===== src/rtl/fp16_mul_sched_if.sv =====
// Bundle of the request, multiplier and response signals of fp16_mul_sched.
// slave is the scheduler's view; master is the view of its surroundings.
interface fp16_mul_sched_if #(
    parameter int WIDTH = 16
);
    logic             req0_valid;
    logic             req0_ready;
    logic [WIDTH-1:0] req0_a;
    logic [WIDTH-1:0] req0_b;
    logic             req1_valid;
    logic             req1_ready;
    logic [WIDTH-1:0] req1_a;
    logic [WIDTH-1:0] req1_b;
    logic [WIDTH-1:0] mul_a;
    logic [WIDTH-1:0] mul_b;
    logic             mul_start;
    logic [WIDTH-1:0] mul_sum;
    logic             rsp_valid;
    logic             rsp_ready;
    logic [WIDTH-1:0] rsp_data;
    logic             rsp_id;
    logic             busy;

    modport slave (
        input  req0_valid, req0_a, req0_b,
        input  req1_valid, req1_a, req1_b,
        input  mul_sum, rsp_ready,
        output req0_ready, req1_ready,
        output mul_a, mul_b, mul_start,
        output rsp_valid, rsp_data, rsp_id, busy
    );

    modport master (
        output req0_valid, req0_a, req0_b,
        output req1_valid, req1_a, req1_b,
        output mul_sum, rsp_ready,
        input  req0_ready, req1_ready,
        input  mul_a, mul_b, mul_start,
        input  rsp_valid, rsp_data, rsp_id, busy
    );
endinterface


===== src/rtl/fp16_mul_sched.sv =====
// Shares one external FP16 multiplier between two requesters.
// Round-robin grant, one operation in flight, result returned with requester id.
module fp16_mul_sched #(
    parameter int WIDTH   = 16,
    parameter int MUL_LAT = 1,
    parameter int CNT_W   = 4
) (
    input logic            clk,
    input logic            rst_n,
    fp16_mul_sched_if.slave bus
);

    typedef enum logic [1:0] {
        IDLE = 2'd0,
        EXEC = 2'd1,
        RESP = 2'd2
    } state_t;

    state_t           state_q;
    state_t           state_d;
    logic             rr_ptr_q;
    logic [CNT_W-1:0] cnt_q;
    logic             id_q;
    logic [WIDTH-1:0] mul_a_q;
    logic [WIDTH-1:0] mul_b_q;
    logic             mul_start_q;
    logic [WIDTH-1:0] rsp_data_q;
    logic             rsp_id_q;

    logic             grant;
    logic             any_req;
    logic             issue;
    logic             capture;
    logic             rsp_done;
    logic             req0_ready_c;
    logic             req1_ready_c;

    // Arbitration: a lone valid requester wins, contention is settled by rr_ptr.
    always_comb begin
        any_req = bus.req0_valid | bus.req1_valid;
        if (bus.req0_valid && bus.req1_valid) begin
            grant = rr_ptr_q;
        end else begin
            grant = bus.req1_valid;
        end
    end

    // Next-state and handshake decode; ready is forced low while reset is held.
    always_comb begin
        state_d      = state_q;
        req0_ready_c = 1'b0;
        req1_ready_c = 1'b0;
        issue        = 1'b0;
        capture      = 1'b0;
        rsp_done     = 1'b0;
        unique case (state_q)
            IDLE: begin
                if (any_req && rst_n) begin
                    req0_ready_c = ~grant;
                    req1_ready_c = grant;
                    issue        = 1'b1;
                    state_d      = EXEC;
                end
            end
            EXEC: begin
                if (cnt_q == '0) begin
                    capture = 1'b1;
                    state_d = RESP;
                end
            end
            RESP: begin
                if (bus.rsp_ready) begin
                    rsp_done = 1'b1;
                    state_d  = IDLE;
                end
            end
            default: state_d = IDLE;
        endcase
    end

    // State register.
    always_ff @(posedge clk or negedge rst_n) begin
        if (!rst_n) begin
            state_q <= IDLE;
        end else begin
            state_q <= state_d;
        end
    end

    // Operand latch, latency counter, result capture and round-robin pointer.
    always_ff @(posedge clk or negedge rst_n) begin
        if (!rst_n) begin
            rr_ptr_q    <= 1'b0;
            cnt_q       <= '0;
            id_q        <= 1'b0;
            mul_a_q     <= '0;
            mul_b_q     <= '0;
            mul_start_q <= 1'b0;
            rsp_data_q  <= '0;
            rsp_id_q    <= 1'b0;
        end else begin
            // Registered handshake gives exactly one pulse in the first EXEC cycle.
            mul_start_q <= issue;
            if (issue) begin
                mul_a_q <= grant ? bus.req1_a : bus.req0_a;
                mul_b_q <= grant ? bus.req1_b : bus.req0_b;
                id_q    <= grant;
                cnt_q   <= CNT_W'(MUL_LAT);
            end
            if (state_q == EXEC && !capture) begin
                cnt_q <= cnt_q - CNT_W'(1);
            end
            if (capture) begin
                rsp_data_q <= bus.mul_sum;
                rsp_id_q   <= id_q;
            end
            if (rsp_done) begin
                rr_ptr_q <= ~rsp_id_q;
            end
        end
    end

    assign bus.req0_ready = req0_ready_c;
    assign bus.req1_ready = req1_ready_c;
    assign bus.mul_a      = mul_a_q;
    assign bus.mul_b      = mul_b_q;
    assign bus.mul_start  = mul_start_q;
    assign bus.rsp_valid  = (state_q == RESP);
    assign bus.rsp_data   = rsp_data_q;
    assign bus.rsp_id     = rsp_id_q;
    assign bus.busy       = (state_q != IDLE);

endmodule

===== src/flat_wrapper.sv =====
// flat-port wrapper written by rule: the top's interface ports become plain ports
module fp16_mul_sched_flat 
#(
    parameter int WIDTH   = 16,
    parameter int MUL_LAT = 1,
    parameter int CNT_W   = 4
)
  (clk, rst_n, bus_req0_valid, bus_req0_a, bus_req0_b, bus_req1_valid, bus_req1_a, bus_req1_b, bus_mul_sum, bus_rsp_ready, bus_req0_ready, bus_req1_ready, bus_mul_a, bus_mul_b, bus_mul_start, bus_rsp_valid, bus_rsp_data, bus_rsp_id, bus_busy);
  fp16_mul_sched_if #(.WIDTH(WIDTH)) bus_i ();
  input logic clk;
  input logic rst_n;
  input wire logic [$bits(bus_i.req0_valid)-1:0] bus_req0_valid;
  input wire logic [$bits(bus_i.req0_a)-1:0] bus_req0_a;
  input wire logic [$bits(bus_i.req0_b)-1:0] bus_req0_b;
  input wire logic [$bits(bus_i.req1_valid)-1:0] bus_req1_valid;
  input wire logic [$bits(bus_i.req1_a)-1:0] bus_req1_a;
  input wire logic [$bits(bus_i.req1_b)-1:0] bus_req1_b;
  input wire logic [$bits(bus_i.mul_sum)-1:0] bus_mul_sum;
  input wire logic [$bits(bus_i.rsp_ready)-1:0] bus_rsp_ready;
  output wire logic [$bits(bus_i.req0_ready)-1:0] bus_req0_ready;
  output wire logic [$bits(bus_i.req1_ready)-1:0] bus_req1_ready;
  output wire logic [$bits(bus_i.mul_a)-1:0] bus_mul_a;
  output wire logic [$bits(bus_i.mul_b)-1:0] bus_mul_b;
  output wire logic [$bits(bus_i.mul_start)-1:0] bus_mul_start;
  output wire logic [$bits(bus_i.rsp_valid)-1:0] bus_rsp_valid;
  output wire logic [$bits(bus_i.rsp_data)-1:0] bus_rsp_data;
  output wire logic [$bits(bus_i.rsp_id)-1:0] bus_rsp_id;
  output wire logic [$bits(bus_i.busy)-1:0] bus_busy;
  assign bus_i.req0_valid = bus_req0_valid;
  assign bus_i.req0_a = bus_req0_a;
  assign bus_i.req0_b = bus_req0_b;
  assign bus_i.req1_valid = bus_req1_valid;
  assign bus_i.req1_a = bus_req1_a;
  assign bus_i.req1_b = bus_req1_b;
  assign bus_i.mul_sum = bus_mul_sum;
  assign bus_i.rsp_ready = bus_rsp_ready;
  assign bus_req0_ready = bus_i.req0_ready;
  assign bus_req1_ready = bus_i.req1_ready;
  assign bus_mul_a = bus_i.mul_a;
  assign bus_mul_b = bus_i.mul_b;
  assign bus_mul_start = bus_i.mul_start;
  assign bus_rsp_valid = bus_i.rsp_valid;
  assign bus_rsp_data = bus_i.rsp_data;
  assign bus_rsp_id = bus_i.rsp_id;
  assign bus_busy = bus_i.busy;
  fp16_mul_sched #(.WIDTH(WIDTH), .MUL_LAT(MUL_LAT), .CNT_W(CNT_W)) u_core (.clk(clk), .rst_n(rst_n), .bus(bus_i));
endmodule

===== config.mk =====
export PLATFORM = sky130hd
export DESIGN_NAME = fp16_mul_sched_flat
export DESIGN_NICKNAME = d
export VERILOG_FILES = /design/src/rtl/fp16_mul_sched_if.sv /design/src/rtl/fp16_mul_sched.sv /design/src/flat_wrapper.sv
export SDC_FILE = /design/constraint.sdc
export NUM_CORES = 1
export LEC_CHECK = 0
export BUFFER_PORTS_ARGS = -buffer_cell sky130_fd_sc_hd__buf_2
export CAP_MARGIN = 20
export CORE_UTILIZATION = 35
export CTS_BUF_LIST = sky130_fd_sc_hd__clkbuf_16
export CTS_CLUSTER_DIAMETER = 40
export DETAILED_ROUTE_END_ITERATION = 10
export PLACE_DENSITY = 0.76
export SLEW_MARGIN = 10
export SYNTH_ARGS = -nofsm -noshare
export SYNTH_HDL_FRONTEND = slang
export SYNTH_SLANG_ARGS = --single-unit

===== constraint.sdc =====
create_clock -name clk -period 5.2 [get_ports clk]
set_clock_uncertainty 0.15 [all_clocks]
set_input_delay 0.52 -clock clk [delete_from_list [all_inputs] [get_ports clk]]
set_output_delay 0.52 -clock clk [all_outputs]
set_load 0.005 [all_outputs]

Word level (Yosys, flattened, before mapping)
Cells that the tools add are included.

Bits of input ports: 85. Register bits: 58. Word-level logic and storage cells: 46.

Bitwise gates (word level): 3. Reductions and logical operators: 9. Multiplexer cells: 19. Equality and inequality tests: 5. $add $sub $neg: 1.

Operators with widths (number): $mux 16 (2); $mux 1 (11); $mux 4 (2); $mux 2 (3); $pmux 2 s3 (1); $logic_not 4->1 (1); $ne 2x1->1 const B (2); $reduce_bool 2->1 (2); $sub 4x1->4 const B (1); $logic_and 1x1->1 (3); $reduce_and 3->1 (1); $eq 2x1->1 const B (1); $eq 2x2->1 const B (1); $logic_not 2->1 (1); $ne 2x2->1 const B (1); $not 1->1 (2); $logic_not 1->1 (1); $or 1x1->1 (1).

Depth between registers and ports, before layout
Depth in word-level cells: 6. Gate-level depth with buffers: 7. Gate-level depth less buffers: 5.

Least setup slack after synthesis
No wires, ideal clock.

Path kind: input port to output port. From: input rst_n. To: output bus_req0_ready. Data arrival time: 1.243 ns. Stages: 4. Required time: 4.530 ns. Buffers on the path: 2. Path slack: 3.287 ns. Cell sequence: nor3b_4 and3_1 buf_4 buf_4.

Word-level cells in the longest chain between the ends: 3.

Ends and longest elaborated chain: start, declared (line flat_wrapper.sv:11) `input logic rst_n;`; $logic_and 1x1->1 (line fp16_mul_sched.sv:58) `if (any_req && rst_n) begin`; $mux 1 (line fp16_mul_sched.sv:58); $mux 1 (line fp16_mul_sched.sv:56) `unique case (state_q)`; end, declared (line flat_wrapper.sv:20) `output wire logic [$bits(bus_i.req0_ready)-1:0] bus_req0_ready;`.

No other way between the ends.

Worst setup path after layout
From: register u_core.state_q[0]. To: output bus_req0_ready.

Word-level cells in the longest chain between the ends: 2.

Ends and longest elaborated chain: start, declared (line fp16_mul_sched.sv:19) `state_t state_q;`; start signal, assigned (line fp16_mul_sched.sv:86) `state_q <= state_d;`; $logic_not 2->1 (line fp16_mul_sched.sv:56); $mux 1 (line fp16_mul_sched.sv:56).

No other way between the ends.

==> metrics.md <==
| Metric | Value |
|---|---|
| Status | `complete, no violations` |
| DIE AREA | `7830 µm²` |
| Cell Rows | `31` |
| Critical path startpoint | `u_core.state_q[0]$_DFFE_PN0P_` |
| Final Setup Violations | `0` |
| CTS max path bufs | `2` |
| Final setup TNS | `0 ns` |
| Worst slew pin tran | `1.04 ns` |
| Sequential Power Share | `37.7%` |
| FF-to-FF Start | `u_core.cnt_q[0]$_DFFE_PN0P_` |
| Layout fillers | `683` |
| Mapped Cells | `192` |
| First-pass GRT wire length | `9650 µm` |
| CP Class | `reg2out` |
| Area growth syn-to-layout | `37.0%` |
| TritonCTS Buffers | `9` |
| FMAX | `0.393 GHz` |
| Final wirelength | `6440 µm` |
| Top-area cell type share of the netlist area | `55.4%` |
| Post_cts resized | `0` |
| Pins Over Slew Limit | `0` |
| Critical path capture point type | `primary output` |
| Port Buffer Count | `138` |
| Initial Util | `36.1%` |
| Pwr per Cell Area | `584 nW/µm²` |
| Drt pass-1 iters | `4` |
| Fin crit period | `2.55 ns` |
| Synth Area in Adders | `0.478%` |
| Leakage power | `0.00186 µW` |
| Clock root buffer master | `clkbuf_16` |
| CTS HTree Levels | `3` |
| Post-DRT Antenna Nets | `0` |
| Fin nets | `414` |
| R2R cell count | `5` |
| Reg2reg end | `u_core.bus.rsp_data[5]$_DFFE_PN0P_` |
| Worst slew margin | `30.5%` |
| Total GRT Usage | `16.5%` |
| Drt via density | `4.99` |
| Cell Int Power | `1450 µW` |
| Die H | `88.5 µm` |
| Synth Area in Compound Gates | `24.2%` |
| Hold buffers post-CTS | `0` |
| Die Wd | `88.5 µm` |
| Number of diodes | `0` |
| GRT Residual Overflow | `0` |
| Antenna violations before repair | `0` |
| Core footprint | `7250 µm²` |
| Register area share after synthesis | `55.4%` |
| P_sw | `649 µW` |
| Crit path required time | `4.53 ns` |
| Comb power frac | `38.4%` |
| Post-synth cell types | `31` |
| Xor/xnor share of the synthesized area | `0%` |
| Synth Area per Inst | `13.6 µm²` |
| Cell taking the most area after synthesis | `dfrtp_1` |
| Post-synthesis mux area share | `8.60%` |
| CP Launch Type | `flip-flop` |
| Clock latency on the worst-skew pair | `0.31 ns` |
| Unrepaired setup endpoints after global routing | `no` |
| Synth Register Bits | `58` |
| Hold WS | `0.219 ns` |
| Top cells by area, synth | `dfrtp_1 55%, a221o_1 12%, a21boi_0 9.2%` |
| Sw Ratio | `31.0%` |
| GPL Wtd Cong | `0.743` |
| R2R setup slack | `2.83 ns` |
| DR vias | `2156` |
| CTS tree | `built` |
| Share of layout cells above drive strength 1 | `52.6%` |
| Post-route clock period utilization | `49.0%` |
| First DRT Iteration DRCs | `85` |
| Post-DP HPWL | `4570 µm` |
| Simple-Gate Fraction of Synth Area | `5.59%` |
| Worst-path clk slew | `0.05 ns` |
| Post-Syn Area | `2620 µm²` |
| Largest family of logic cells by synthesized area | `compound AO/OA/AOI/OAI gates` |
| Worst Setup EP | `bus_req0_ready` |
| Maxcap violations | `0` |
| DRC violations left | `0` |
| Hold Fails Final Rpt | `0` |
| Top Ports | `139` |
| Wire per inst | `14.9 µm` |
| Worst Hold Class | `in2async` |
| Fin cells | `432` |
| VDD IR max | `0.254 mV` |
| Post-CTS Setup Inserts | `0` |
| Vias in the first global route | `2040` |
| Largest net degree at the start of global routing | `59` |
| Yosys warnings | `0` |
| Cells after DPL | `416` |
| Mapped Nets | `278` |
| CTS Sinks | `58` |
| Clk pwr share | `23.9%` |
| CP max FO | `30` |
| Arrival time worst endpoint | `1.88 ns` |
| Overall power | `2090 µW` |
## final cells by class
| class | instances | area (µm²) | share of cell area, % |
|---|---|---|---|
| Inverter | 4 | 15.0 | 0.419 |
| Tap cell | 99 | 124 | 3.46 |
| Clock buffer | 9 | 225 | 6.28 |
| Sequential cell | 58 | 1450 | 40.5 |
| Clock inverter | 7 | 30.0 | 0.838 |
| Multi-Input combinational cell | 113 | 1020 | 28.4 |
| Timing Repair Buffer | 142 | 721 | 20.1 |
## logic make-up after synthesis
family,after synthesis
adder cells (fa/ha/maj),1
flip-flops,58
AO/OA/AOI/OAI,75
buffers and inverters,21
AND/OR/NAND/NOR,20
multiplexers,17
## worst max-delay path: stages, from the launching register on
cell and delay [ns]:
dfrtp_1 0.43, nor3b_4 0.32, and3_1 0.30, buf_4 0.33, buf_2 0.17
## power by group through the flow
stage / Clock, µW / Sequential (µW) / Combinational [µW]
5_1_grt: 539 / 815 / 893
6_report: 501 / 789 / 804
4_1_cts: 515 / 790 / 819
2_1_floorplan: 0 / 802 / 493
3_5_place_dp: 0 / 792 / 815
3_3_place_gp: 0 / 786 / 792
## worst min path at each step
stage / end / slack, ns / depth (start not counted)
5_1_grt: u_core.state_q[1]$_DFFE_PN0P_ / 0.27 / 2
3_3_place_gp: u_core.rr_ptr_q$_DFFE_PN0P_ / 0.32 / 1
4_1_cts: u_core.bus.rsp_data[6]$_DFFE_PN0P_ / 0.25 / 2
3_5_place_dp: u_core.rr_ptr_q$_DFFE_PN0P_ / 0.33 / 1
2_1_floorplan: u_core.bus.mul_a[0]$_DFFE_PN0P_ / 0.07 / 0
6_report: u_core.bus.rsp_data[6]$_DFFE_PN0P_ / 0.22 / 2
## flip-flops by register name, indices dropped and copies added (netlist names)
name	cells
u_core.bus.mul_a	16
u_core.bus.mul_b	16
u_core.bus.rsp_data	16
u_core.cnt_q	4
u_core.state_q	2
u_core.bus.mul_start	1
u_core.bus.rsp_id	1
u_core.id_q	1
u_core.rr_ptr_q	1
## synth_stat cells (all sizes together)
| cell | count |
|---|---|
| dfrtp | 58 |
| a21boi | 32 |
| a221o | 32 |
| mux2 | 17 |
| buf | 13 |
| clkbuf | 4 |
| inv | 4 |
| nand2b | 4 |
| a21o | 3 |
| a211oi | 2 |
| a21oi | 2 |
| and3 | 2 |
| nand2 | 2 |
| nor3 | 2 |
| nor3b | 2 |
| o21ai | 2 |
| or2 | 2 |
| or2b | 2 |
| a2bb2oi | 1 |
| and2 | 1 |
| ha | 1 |
| nand3b | 1 |
| nor2 | 1 |
| o31ai | 1 |
| or4 | 1 |
## layout by cell type (no fill, tap or decap)
master	n
clkinv_1	1
a21o_1	3
nand2b_1	4
nor2_1	1
or2_2	1
inv_1	7
mux2_2	8
or4_1	1
clkinv_2	3
mux2_4	9
buf_4	4
or2b_2	1
a211oi_1	2
o31ai_1	1
buf_2	138
clkbuf_16	9
and3_1	2
a221o_1	32
o21ai_0	2
a21oi_1	2
a21boi_0	32
a2bb2oi_1	1
or2_1	1
and2_1	1
ha_1	1
dfrtp_1	58
nor3_1	2
nand2_1	2
or2b_1	1
nor3b_4	2
nand3b_1	1
## routing by layer
layer / global-route usage (%) / part of all wire (%)
met4: 6.01 / 0.95
met1: 20.5 / 42
met2: 28.0 / 52
met3: 3.64 / 5.0
met5: 0 / 0
## through the flow
step	utilization, %	cell area [µm²]	setup slack, ns
final	49.4	3580	2.65
after global placement	45.9	3330	2.80
after detailed placement	45.9	3330	2.79
after global routing	49.4	3580	2.51
after floorplan	-	2620	3.29
after CTS	49.4	3580	2.62
Note: power is estimated with default switching activity, not from simulation.
